**src/rtl/rca8_seq_ctrl_if.sv**
```systemverilog
// Request/response bundle between the execute stage and the byte-serial
// add/subtract sequencer. The controller side is the slave modport.
interface rca8_seq_ctrl_if #(
    parameter int NBYTES = 4
);
    localparam int W = 8 * NBYTES;

    logic         start_valid;
    logic         start_ready;
    logic [W-1:0] op_a;
    logic [W-1:0] op_b;
    logic         sub;
    logic [W-1:0] result;
    logic         res_cout;
    logic         res_ovf;
    logic         res_zero;
    logic         res_valid;
    logic         res_ready;
    logic         busy;

    modport master (
        output start_valid, op_a, op_b, sub, res_ready,
        input  start_ready, result, res_cout, res_ovf, res_zero, res_valid, busy
    );

    modport slave (
        input  start_valid, op_a, op_b, sub, res_ready,
        output start_ready, result, res_cout, res_ovf, res_zero, res_valid, busy
    );
endinterface

```
**src/rtl/rca8_seq_ctrl.sv**
```systemverilog
// Byte-serial multi-byte add/subtract controller. One external 8-bit adder
// is reused for NBYTES cycles, least-significant byte first; subtraction is
// done as A + ~B + 1 with the +1 entering as the initial carry.
module rca8_seq_ctrl #(
    parameter int NBYTES = 4
) (
    input  logic              clk,
    input  logic              rst_n,
    rca8_seq_ctrl_if.slave    bus,
    output logic [7:0]        add_a,
    output logic [7:0]        add_b,
    output logic              add_cin,
    input  logic [7:0]        add_sum,
    input  logic              add_cout
);
    localparam int W    = 8 * NBYTES;
    localparam int IDXW = (NBYTES > 1) ? $clog2(NBYTES) : 1;
    localparam logic [IDXW-1:0] LAST = IDXW'(NBYTES - 1);

    typedef enum logic [1:0] {IDLE, RUN, DONE} state_t;

    state_t          state_q, state_d;
    logic [W-1:0]    opa_q, opb_q;
    logic [W-1:0]    result_q, result_d;
    logic            carry_q;
    logic [IDXW-1:0] idx_q;
    logic            cout_q, ovf_q, zero_q;
    logic            accept, last;

    // Signed overflow: operands agree in sign but the sum does not.
    // b_msb is the already-inverted operand when subtracting.
    function automatic logic signed_ovf(input logic a_msb, input logic b_msb,
                                        input logic s_msb);
        return (a_msb == b_msb) && (s_msb != a_msb);
    endfunction

    // Next-state decode, adder drive and merge of the current sum byte.
    always_comb begin
        state_d  = state_q;
        add_a    = '0;
        add_b    = '0;
        add_cin  = 1'b0;
        accept   = 1'b0;
        last     = 1'b0;
        result_d = result_q;
        case (state_q)
            IDLE: begin
                if (bus.start_valid) begin
                    accept  = 1'b1;
                    state_d = RUN;
                end
            end
            RUN: begin
                add_a                = opa_q[8*idx_q +: 8];
                add_b                = opb_q[8*idx_q +: 8];
                add_cin              = carry_q;
                result_d[8*idx_q +: 8] = add_sum;
                if (idx_q == LAST) begin
                    last    = 1'b1;
                    state_d = DONE;
                end
            end
            DONE: begin
                if (bus.res_ready) state_d = IDLE;
            end
            default: state_d = IDLE;
        endcase
    end

    // State register; reset aborts any operation in flight.
    always_ff @(posedge clk or negedge rst_n) begin
        if (!rst_n) state_q <= IDLE;
        else        state_q <= state_d;
    end

    // Byte index, result assembly and flags captured on the final byte.
    always_ff @(posedge clk or negedge rst_n) begin
        if (!rst_n) begin
            idx_q    <= '0;
            result_q <= '0;
            cout_q   <= 1'b0;
            ovf_q    <= 1'b0;
            zero_q   <= 1'b0;
        end else if (accept) begin
            idx_q    <= '0;
            result_q <= '0;
        end else if (state_q == RUN) begin
            idx_q    <= idx_q + IDXW'(1);
            result_q <= result_d;
            if (last) begin
                cout_q <= add_cout;
                ovf_q  <= signed_ovf(opa_q[W-1], opb_q[W-1], add_sum[7]);
                zero_q <= (result_d == '0);
            end
        end
    end

    // Operand and inter-byte carry registers; only meaningful while RUN.
    always_ff @(posedge clk) begin
        if (accept) begin
            opa_q   <= bus.op_a;
            opb_q   <= bus.sub ? ~bus.op_b : bus.op_b;
            carry_q <= bus.sub;
        end else if (state_q == RUN) begin
            carry_q <= add_cout;
        end
    end

    assign bus.start_ready = rst_n && (state_q == IDLE);
    assign bus.res_valid   = (state_q == DONE);
    assign bus.busy        = (state_q != IDLE);
    assign bus.result      = result_q;
    assign bus.res_cout    = cout_q;
    assign bus.res_ovf     = ovf_q;
    assign bus.res_zero    = zero_q;
endmodule

```
**src/flat_wrapper.sv**
```systemverilog
// flat-port wrapper written by rule: the top's interface ports become plain ports
module rca8_seq_ctrl_flat 
#(
    parameter int NBYTES = 4
)
  (clk, rst_n, add_a, add_b, add_cin, add_sum, add_cout, bus_start_valid, bus_op_a, bus_op_b, bus_sub, bus_res_ready, bus_start_ready, bus_result, bus_res_cout, bus_res_ovf, bus_res_zero, bus_res_valid, bus_busy);
  rca8_seq_ctrl_if #(.NBYTES(NBYTES)) bus_i ();
  input  logic clk;
  input  logic rst_n;
  output logic [7:0] add_a;
  output logic [7:0] add_b;
  output logic add_cin;
  input  logic [7:0] add_sum;
  input  logic add_cout;
  input wire logic [$bits(bus_i.start_valid)-1:0] bus_start_valid;
  input wire logic [$bits(bus_i.op_a)-1:0] bus_op_a;
  input wire logic [$bits(bus_i.op_b)-1:0] bus_op_b;
  input wire logic [$bits(bus_i.sub)-1:0] bus_sub;
  input wire logic [$bits(bus_i.res_ready)-1:0] bus_res_ready;
  output wire logic [$bits(bus_i.start_ready)-1:0] bus_start_ready;
  output wire logic [$bits(bus_i.result)-1:0] bus_result;
  output wire logic [$bits(bus_i.res_cout)-1:0] bus_res_cout;
  output wire logic [$bits(bus_i.res_ovf)-1:0] bus_res_ovf;
  output wire logic [$bits(bus_i.res_zero)-1:0] bus_res_zero;
  output wire logic [$bits(bus_i.res_valid)-1:0] bus_res_valid;
  output wire logic [$bits(bus_i.busy)-1:0] bus_busy;
  assign bus_i.start_valid = bus_start_valid;
  assign bus_i.op_a = bus_op_a;
  assign bus_i.op_b = bus_op_b;
  assign bus_i.sub = bus_sub;
  assign bus_i.res_ready = bus_res_ready;
  assign bus_start_ready = bus_i.start_ready;
  assign bus_result = bus_i.result;
  assign bus_res_cout = bus_i.res_cout;
  assign bus_res_ovf = bus_i.res_ovf;
  assign bus_res_zero = bus_i.res_zero;
  assign bus_res_valid = bus_i.res_valid;
  assign bus_busy = bus_i.busy;
  rca8_seq_ctrl #(.NBYTES(NBYTES)) u_core (.clk(clk), .rst_n(rst_n), .bus(bus_i), .add_a(add_a), .add_b(add_b), .add_cin(add_cin), .add_sum(add_sum), .add_cout(add_cout));
endmodule
```
**config.mk**
```make
export PLATFORM = sky130hd
export DESIGN_NAME = rca8_seq_ctrl_flat
export DESIGN_NICKNAME = d
export VERILOG_FILES = /design/src/rtl/rca8_seq_ctrl_if.sv /design/src/rtl/rca8_seq_ctrl.sv /design/src/flat_wrapper.sv
export SDC_FILE = /design/constraint.sdc
export NUM_CORES = 1
export LEC_CHECK = 0
export BUFFER_PORTS_ARGS = -buffer_cell sky130_fd_sc_hd__buf_2
export CORE_ASPECT_RATIO = 1.25
export CORE_MARGIN = 2
export CORE_UTILIZATION = 45
export CTS_BUF_LIST = sky130_fd_sc_hd__clkbuf_16
export CTS_CLUSTER_DIAMETER = 100
export DETAILED_ROUTE_END_ITERATION = 7
export PLACE_DENSITY = 0.71
export SYNTH_ARGS = -nofsm -noshare
export SYNTH_HDL_FRONTEND = slang
export SYNTH_SLANG_ARGS = --single-unit
```
**constraint.sdc**
```tcl
create_clock -name clk -period 4.6 [get_ports clk]
set_input_delay 0.46 -clock clk [delete_from_list [all_inputs] [get_ports clk]]
set_output_delay 0.46 -clock clk [all_outputs]
set_load 0.01 [all_outputs]
```
==> impl_metrics.tcl, run 1 <==
set metrics [dict create \
    synth_area_um2 4610 \
    postSynthCellCount 311 \
    hold_ws_ns 0.228 \
    pwr_density_cell_nw_per_um2 568 \
    timing.critical_path.slowest_cell_delay_ns 0.95 \
    tns_ns 0 \
    synth_flop_cell "edfxtp_1" \
    syn-num-nets 395 \
    overall_fraction_of_global_route_tracks_in_use_pct 18.9 \
    layout-area-overhead-vs-synth_pct 22.1 \
    totalWireLength_um 9900 \
    floorplan.die_area_um2 11100 \
    design_area_um2 5630 \
    cts_made_buffers 9 \
    critPathMaxFanout 20 \
    floorplan.core_area_um2 10100 \
    numPortBuffers 132 \
    area_of_the_multi_input_gates_um2 1580 \
    drive_gt1_share_pct 40.0 \
    worstPathCellList "inv_1 > ha_1 > nor4b_1 > and3_1 > o22ai_1 > o2111ai_1 > o41ai_2" \
    synth_enable_flop_cells 65 \
    grt_overflow_total 0 \
    clock-skew-final_ns 0.00662 \
    antenna_found_initial 0 \
    synth.ff_latch_count 104 \
    antenna-diode-count 0 \
    post-synth-top-area-fraction_pct 42.3 \
    dr.pass1.iters 4 \
    maxCapViolCount 0 \
    synth.top_cells.by_area "edfxtp_1 (42%), dfrtp_1 (21%), mux4_2 (7.8%)" \
    fin_crit_ns 2.78 \
    min-delay-path-class "input pin to async pin" \
    cts.path.max_buffers 2 \
    dp_hpwl_um 6980 \
    critPathLaunchType "register" \
    tightestPinTransition_ns 1.00 \
    vias_per_cell 5.35 \
    yosysUniqueCellTypes 46 \
    worstSetupPathType "register to register" \
    timing.critical_path.to_type "register" \
    cts_post_setup_buffers_inserted 0 \
    routabilityCongestion 0.846 \
    cts.reportedPaths.clkPinSlew_ns 0.07 \
    routed_wire_length_per_instance_um 17.3 \
    yosys.area.top_type "edfxtp_1" \
    final_util_pct 56.0 \
    max-slew-margin-rel_pct 33.3 \
    first_global_vias 3055 \
    detail_route.drc_violations 0 \
    cts_hold_repair.buffers 0 \
    postPlaceCellArea_um2 5370 \
    outcome "completed" \
    grt_max_degree 49 \
    htree_num_levels 3 \
    grt_pass1_wl_um 15700 \
    layout.area.seq_um2 2930 \
    detail_route_antenna_nets 0 \
    fmax_ghz 0.360 \
    synthesis.yosys.warnings 0 \
    filler_cell_count 872 \
    via_count 3061 \
    cp_num_buf_inv 1 \
    rsz0062_at_grt "no" \
    timing.critical_path.slowest_stage_cell "dfrtp_1" \
    worstSkewPairLatency_ns 0.35 \
    top_level_ports 133 \
    finalHoldViolations 0 \
    layout_nets 523 \
    synth_async_sr_flop_share_pct 37.5 \
    cts-resized-gates 0 \
    tritoncts "yes" \
    synth.yosys.seq_area_share_pct 63.5 \
    fp.dieH_um 117 \
    cp.required_ns 4.83 \
    drt_iter0_drc 65 \
    avgSynthCellArea_um2 14.8 \
    rows 41 \
    finalCritPeriodShare_pct 60.4 \
    numClockSinks 104 \
    floorplan.die.width_um 94.6 \
    cellLeakagePower_nw 2.50 \
    initial_cell_density_of_the_core_pct 45.9 \
    vdd_ir_drop_max_uv 271 \
    ctsRootBufferMaster "clkbuf_16" \
    timing_max_transition_violations_final 0 \
    timing.critical_path.arrival_ns 3.01 \
    report.final.setup_viol 0 \
    cpLargestDelayFamily "flip-flops" \
]
## per-layer routing
layer / GRT usage [%] / part of all wire, % / wire length (um) / vias to the layer above
li1: - / - / - / 1426
met1: 23.8 / 41 / 4020 / 1499
met2: 32.1 / 51 / 5030 / 119
met3: 4.03 / 6.6 / 657 / 17
met4: 7.34 / 1.9 / 190 / 0
met5: 0 / 0 / 0 / -
## logic make-up after synthesis
group	synth area share (%)
adders and majority gates	1.63
and+or+nand+nor	8.90
DFF	63.5
buffers and inverters	2.20
muxes	8.30
xor gates and xnor gates	6.08
AOI/OAI and AO/OA	9.44
## cell type report
type | instances | area share [%]
Inverter | 5 | 0.333
Clock inverter | 6 | 0.667
Sequential cell | 104 | 52.0
Tap cell | 129 | 2.87
Multi-Input combinational cell | 185 | 28.1
Timing Repair Buffer | 134 | 12.0
Clock buffer | 9 | 4.00
## final timing paths
path / start / end / slack (ns) / cells past startpoint
setup / recovery: u_core.idx_q[1]$_DFFE_PN0P_ / u_core.bus.res_zero$_DFFE_PN0P_ / 1.82 / 7
max in group asynchronous: rst_n / u_core.bus.result[14]$_DFFE_PN0P_ / 3.83 / 1
setup reg to reg: u_core.idx_q[1]$_DFFE_PN0P_ / u_core.bus.res_zero$_DFFE_PN0P_ / 1.82 / 7
hold reg to reg: u_core.bus.res_ovf$_DFFE_PN0P_ / u_core.bus.res_ovf$_DFFE_PN0P_ / 0.49 / 2
min in group clk: bus_op_a[6] / u_core.opa_q[6]$_DFFE_PP_ / 0.28 / 1
hold / removal: rst_n / u_core.bus.result[25]$_DFFE_PN0P_ / 0.23 / 1
## cells in the mapped netlist, types with 2 or more instances
cell type	n
mux4_2	16
mux2_2	2
ha_1	6
o22ai_1	2
inv_1	5
a22o_2	6
o21ai_1	4
o21ai_0	6
clkbuf_1	8
edfxtp_1	65
buf_4	2
a21oi_1	6
dfrtp_1	39
and3_1	2
buf_2	3
nand2_1	17
nor3b_1	2
a22o_1	24
buf_1	3
nor2_1	15
xor2_1	32
nor4_1	4
nor3_1	2
and2_1	18
## placed cells by master, fill, tap and decap left out, types with 2 or more instances in the layout
master and n:
buf_2 132, edfxtp_1 65, dfrtp_1 39, xor2_1 32, a22o_1 24, and2_1 18, nand2_1 17, mux4_2 16
nor2_1 15, clkbuf_16 9, o21ai_0 6, a22o_2 6, a21oi_1 6, ha_1 6, inv_1 4, o21ai_1 4
nor4_1 4, clkinvlp_4 4, mux2_2 2, and3_1 2, nor3b_1 2, o22ai_1 2, nor3_1 2, clkinv_1 2
buf_4 2
## sequential cells by signal, summed over array words and instances, names as in the netlist, 2 cells and up
name               cells
u_core.opb_q          32
u_core.state_q         2
u_core.idx_q           2
u_core.bus.result     32
u_core.opa_q          32
## through the flow
stage | power, mW | setup slack (ns) | instances
after global placement | 2.51 | 1.84 | 557
after CTS | 3.22 | 1.80 | 572
final | 3.20 | 1.82 | 572
after floorplan | 2.14 | 1.98 | 311
after global routing | 3.39 | 1.55 | 572
after detailed placement | 2.53 | 1.81 | 557
## where the power goes
group / internal [mW] / switching, mW / leakage [nW]
clock: 0.360 / 0.331 / 0.115
sequential: 1.22 / 0.112 / 1.14
combinational: 0.510 / 0.666 / 1.25
(Power assumes the default switching activity.)
==> run 2, diff against run 1 <==
--- a/config.mk
+++ b/config.mk
@@ -5,6 +5,7 @@
 export SDC_FILE = /design/constraint.sdc
 export NUM_CORES = 1
 export LEC_CHECK = 0
+export ABC_AREA = 1
 export BUFFER_PORTS_ARGS = -buffer_cell sky130_fd_sc_hd__buf_2
 export CORE_ASPECT_RATIO = 1.25
 export CORE_MARGIN = 2
@@ -12,7 +13,7 @@
 export CTS_BUF_LIST = sky130_fd_sc_hd__clkbuf_16
 export CTS_CLUSTER_DIAMETER = 100
 export DETAILED_ROUTE_END_ITERATION = 7
-export PLACE_DENSITY = 0.71
+export PLACE_DENSITY = 0.73
 export SYNTH_ARGS = -nofsm -noshare
 export SYNTH_HDL_FRONTEND = slang
 export SYNTH_SLANG_ARGS = --single-unit
==> constraint.sdc (replaced) <==
create_clock -name clk -period 2.3 [get_ports clk]
set_input_delay 0.23 -clock clk [delete_from_list [all_inputs] [get_ports clk]]
set_output_delay 0.23 -clock clk [all_outputs]
set_load 0.01 [all_outputs]
==> impl_metrics.tcl, run 2 <==
set metrics [dict create \
    most-common-layout-cells "buf_2 (132), nor2_1 (121), nand2_1 (82)" \
    numClockSinks 104 \
    initial_cell_density_of_the_core_pct 46.4 \
    maxCapViolCount 0 \
    numPortBuffers 132 \
    tightestPinTransition_ns 0.504 \
    timing.critical_path.slowest_stage_cell "dfrtp_1" \
    cp.required_ns 2.07 \
    synthesis.yosys.warnings 0 \
    totalWireLength_um 11200 \
    tritoncts "yes" \
    rrSetupSlack_ns 0.26 \
    detail_route.drc_violations 0 \
    via_count 3891 \
    finalCritPeriodShare_pct 89.2 \
    r2r-end "u_core.bus.res_zero$_DFFE_PN0P_" \
    ctsRootBufferMaster "clkbuf_16" \
    outcome "completed" \
    critical_path.startpoint "u_core.idx_q[0]$_DFFE_PN0P_" \
    floorplan.die.width_um 97.6 \
    wl_met2_um 5420 \
    min-delay-path-class "input pin to register" \
    route.layer.met1.wl_um 4530 \
    yosys.area.top_type "edfxtp_1" \
    post-synth-top-area-fraction_pct 39.6 \
    first_global_vias 3764 \
    detail_route_antenna_nets 0 \
    pre_cts_slack_ns 0.230 \
    worstSkewPairLatency_ns 0.34 \
    antenna_found_initial 0 \
    report.final.setup_viol 0 \
    cellLeakagePower_nw 3.01 \
    yosysUniqueCellTypes 29 \
    cts.reportedPaths.clkPinSlew_ns 0.07 \
    design_area_um2 6080 \
    synth_area_um2 4930 \
    whs_endpoint "u_core.opa_q[13]$_DFFE_PP_" \
    vias_per_cell 5.01 \
    filler_cell_count 920 \
    tns_ns 0 \
    grt_max_degree 40 \
    routabilityCongestion 1.02 \
    cts_made_buffers 9 \
    dp_hpwl_um 8410 \
    synth.top_cells.by_area "edfxtp_1 (40%), dfrtp_1 (20%), nor2_1 (9.2%)" \
    min_from "bus_op_a[13]" \
    floorplan.core_area_um2 10600 \
    fmax_ghz 0.487 \
    dr.max_layer_used "met4" \
    finalHoldViolations 0 \
    vdd_ir_drop_max_uv 629 \
    cts.path.max_buffers 2 \
    critPathLaunchType "register" \
    most_used_standard_cells_in_the_synthesized_netlist "nor2_1 (121), nand2_1 (82), edfxtp_1 (65)" \
    postPlaceCellArea_um2 5760 \
    setup_slack_ns 0.249 \
    cts_post_setup_buffers_inserted 0 \
    synth_enable_flop_cells 65 \
    synth_flop_cell "edfxtp_1" \
    routed_wire_length_per_instance_um 14.4 \
    fp.dieH_um 121 \
    layout.cells.non_filler 777 \
    synth.yosys.seq_area_share_pct 59.4 \
    worstSetupPathType "register to output port" \
    grt_overflow_total 0 \
    antenna-diode-count 0 \
    fin_total_pwr_mw 7.15 \
    timing.hold.worst_path_depth 1 \
    critPathMaxFanout 31 \
    postSynthCellCount 506 \
    syn-num-nets 590 \
    max-slew-margin-rel_pct 66.4 \
    cpLargestDelayFamily "buffers and inverters" \
    grt_pass1_wl_um 18000 \
    r2r.worst_path.cells 12 \
    met3_length_um 863 \
    avgSynthCellArea_um2 9.74 \
    pwr_density_cell_nw_per_um2 1180 \
    synth_async_sr_flop_share_pct 37.5 \
    hold_ws_ns 0.0588 \
    fin_crit_ns 2.05 \
    place.detailed.instances 760 \
    drt_iter0_drc 203 \
    layout_nets 724 \
    post-synth-top-count-cell "nor2_1" \
    final_util_pct 57.3 \
    layout-area-overhead-vs-synth_pct 23.4 \
    htree_num_levels 3 \
    timing_max_transition_violations_final 0 \
    timing.critical_path.slowest_cell_delay_ns 0.43 \
    mostFrequentLayoutCell "buf_2" \
    worstPathCellList "inv_4 > buf_4 > o21ai_0 > a21oi_1 > buf_2" \
    dr.pass1.iters 4 \
    top_level_ports 133 \
    rows 42 \
    cp_num_buf_inv 3 \
    synth.ff_latch_count 104 \
    clock-skew-final_ns 0.00515 \
    timing.critical_path.arrival_ns 1.82 \
    timing.critical_path.to_type "output port" \
    drive_gt1_share_pct 26.5 \
    floorplan.die_area_um2 11800 \
    overall_fraction_of_global_route_tracks_in_use_pct 19.4 \
    rsz0062_at_grt "no" \
    r2r-start "u_core.idx_q[0]$_DFFE_PN0P_" \
]
==> run 2: changes by cell type after synthesis, moves of 11 or more <==
cell	change
a21oi_1	+25
nand2_1	+65
mux4_2	-16
and2_1	-18
inv_1	+30
a22o_1	-24
o21ai_0	+30
a21boi_1	+11
nor2_1	+106
==> run 2: how the worst max path moves through the flow <==
stage,end,slack [ns],cells after the start
after floorplan,u_core.bus.res_zero$_DFFE_PN0P_,0.12,14
after global placement,u_core.bus.res_zero$_DFFE_PN0P_,0.27,12
after detailed placement,u_core.bus.res_zero$_DFFE_PN0P_,0.23,12
after CTS,u_core.bus.res_zero$_DFFE_PN0P_,0.21,12
after global routing,u_core.bus.res_zero$_DFFE_PN0P_,0.004,12
final,add_b[2],0.25,5
==> run 2: final cells by class <==
cell class,count,area [um2],share of cell area (%)
flip-flops and latches,104,2930,48.1
inverters,39,153,2.51
well taps,132,165,2.72
clock inverters,7,72.6,1.19
multi-input cells,342,1750,28.7
clock buffers,9,225,3.70
repair buffers,144,791,13.0
==> run 2: cell families (layout without fill, tap and decap cells) <==
kind of cell,count (synthesis),after routing,synth area share [%]
and+or+nand+nor,217,217,18.4
buffers and inverters,60,199,5.15
xor gates and xnor gates,32,32,5.69
DFF,104,104,59.4
adders and majority gates,6,6,1.52
AOI/OAI and AO/OA,87,87,9.90
==> run 2: worst register-to-register path, stage by stage, from the launching register on <==
cell     delay (ns)
dfrtp_1        0.43
inv_4          0.15
ha_1           0.28
inv_1          0.11
nand3_1        0.18
nor2_4         0.08
a21oi_1        0.20
nand2_1        0.07
nor2_1         0.19
nand2_1        0.08
nor2_1         0.10
nand2_1        0.06
nand2_1        0.06
==> run 2: power breakdown <==
part | switching, mW | internal [mW] | total [mW]
registers | 0.188 | 2.47 | 2.65
clock network | 0.663 | 0.843 | 1.51
logic | 1.96 | 1.02 | 2.99
==> run 2: timing repair <==
action                                  in CTS  in global routing
endpoints found under the setup margin       0                  1
endpoints found under the hold margin       39                  0
resized for setup                            0                  4
hold buffers                                 1                  0
==> run 2: metal layers <==
metal | global-route usage [%] | vias to the layer above
li1 | - | 1914
met1 | 24.5 | 1784
met2 | 32.3 | 164
met3 | 4.49 | 29
met4 | 8.07 | 0
met5 | 0 | -
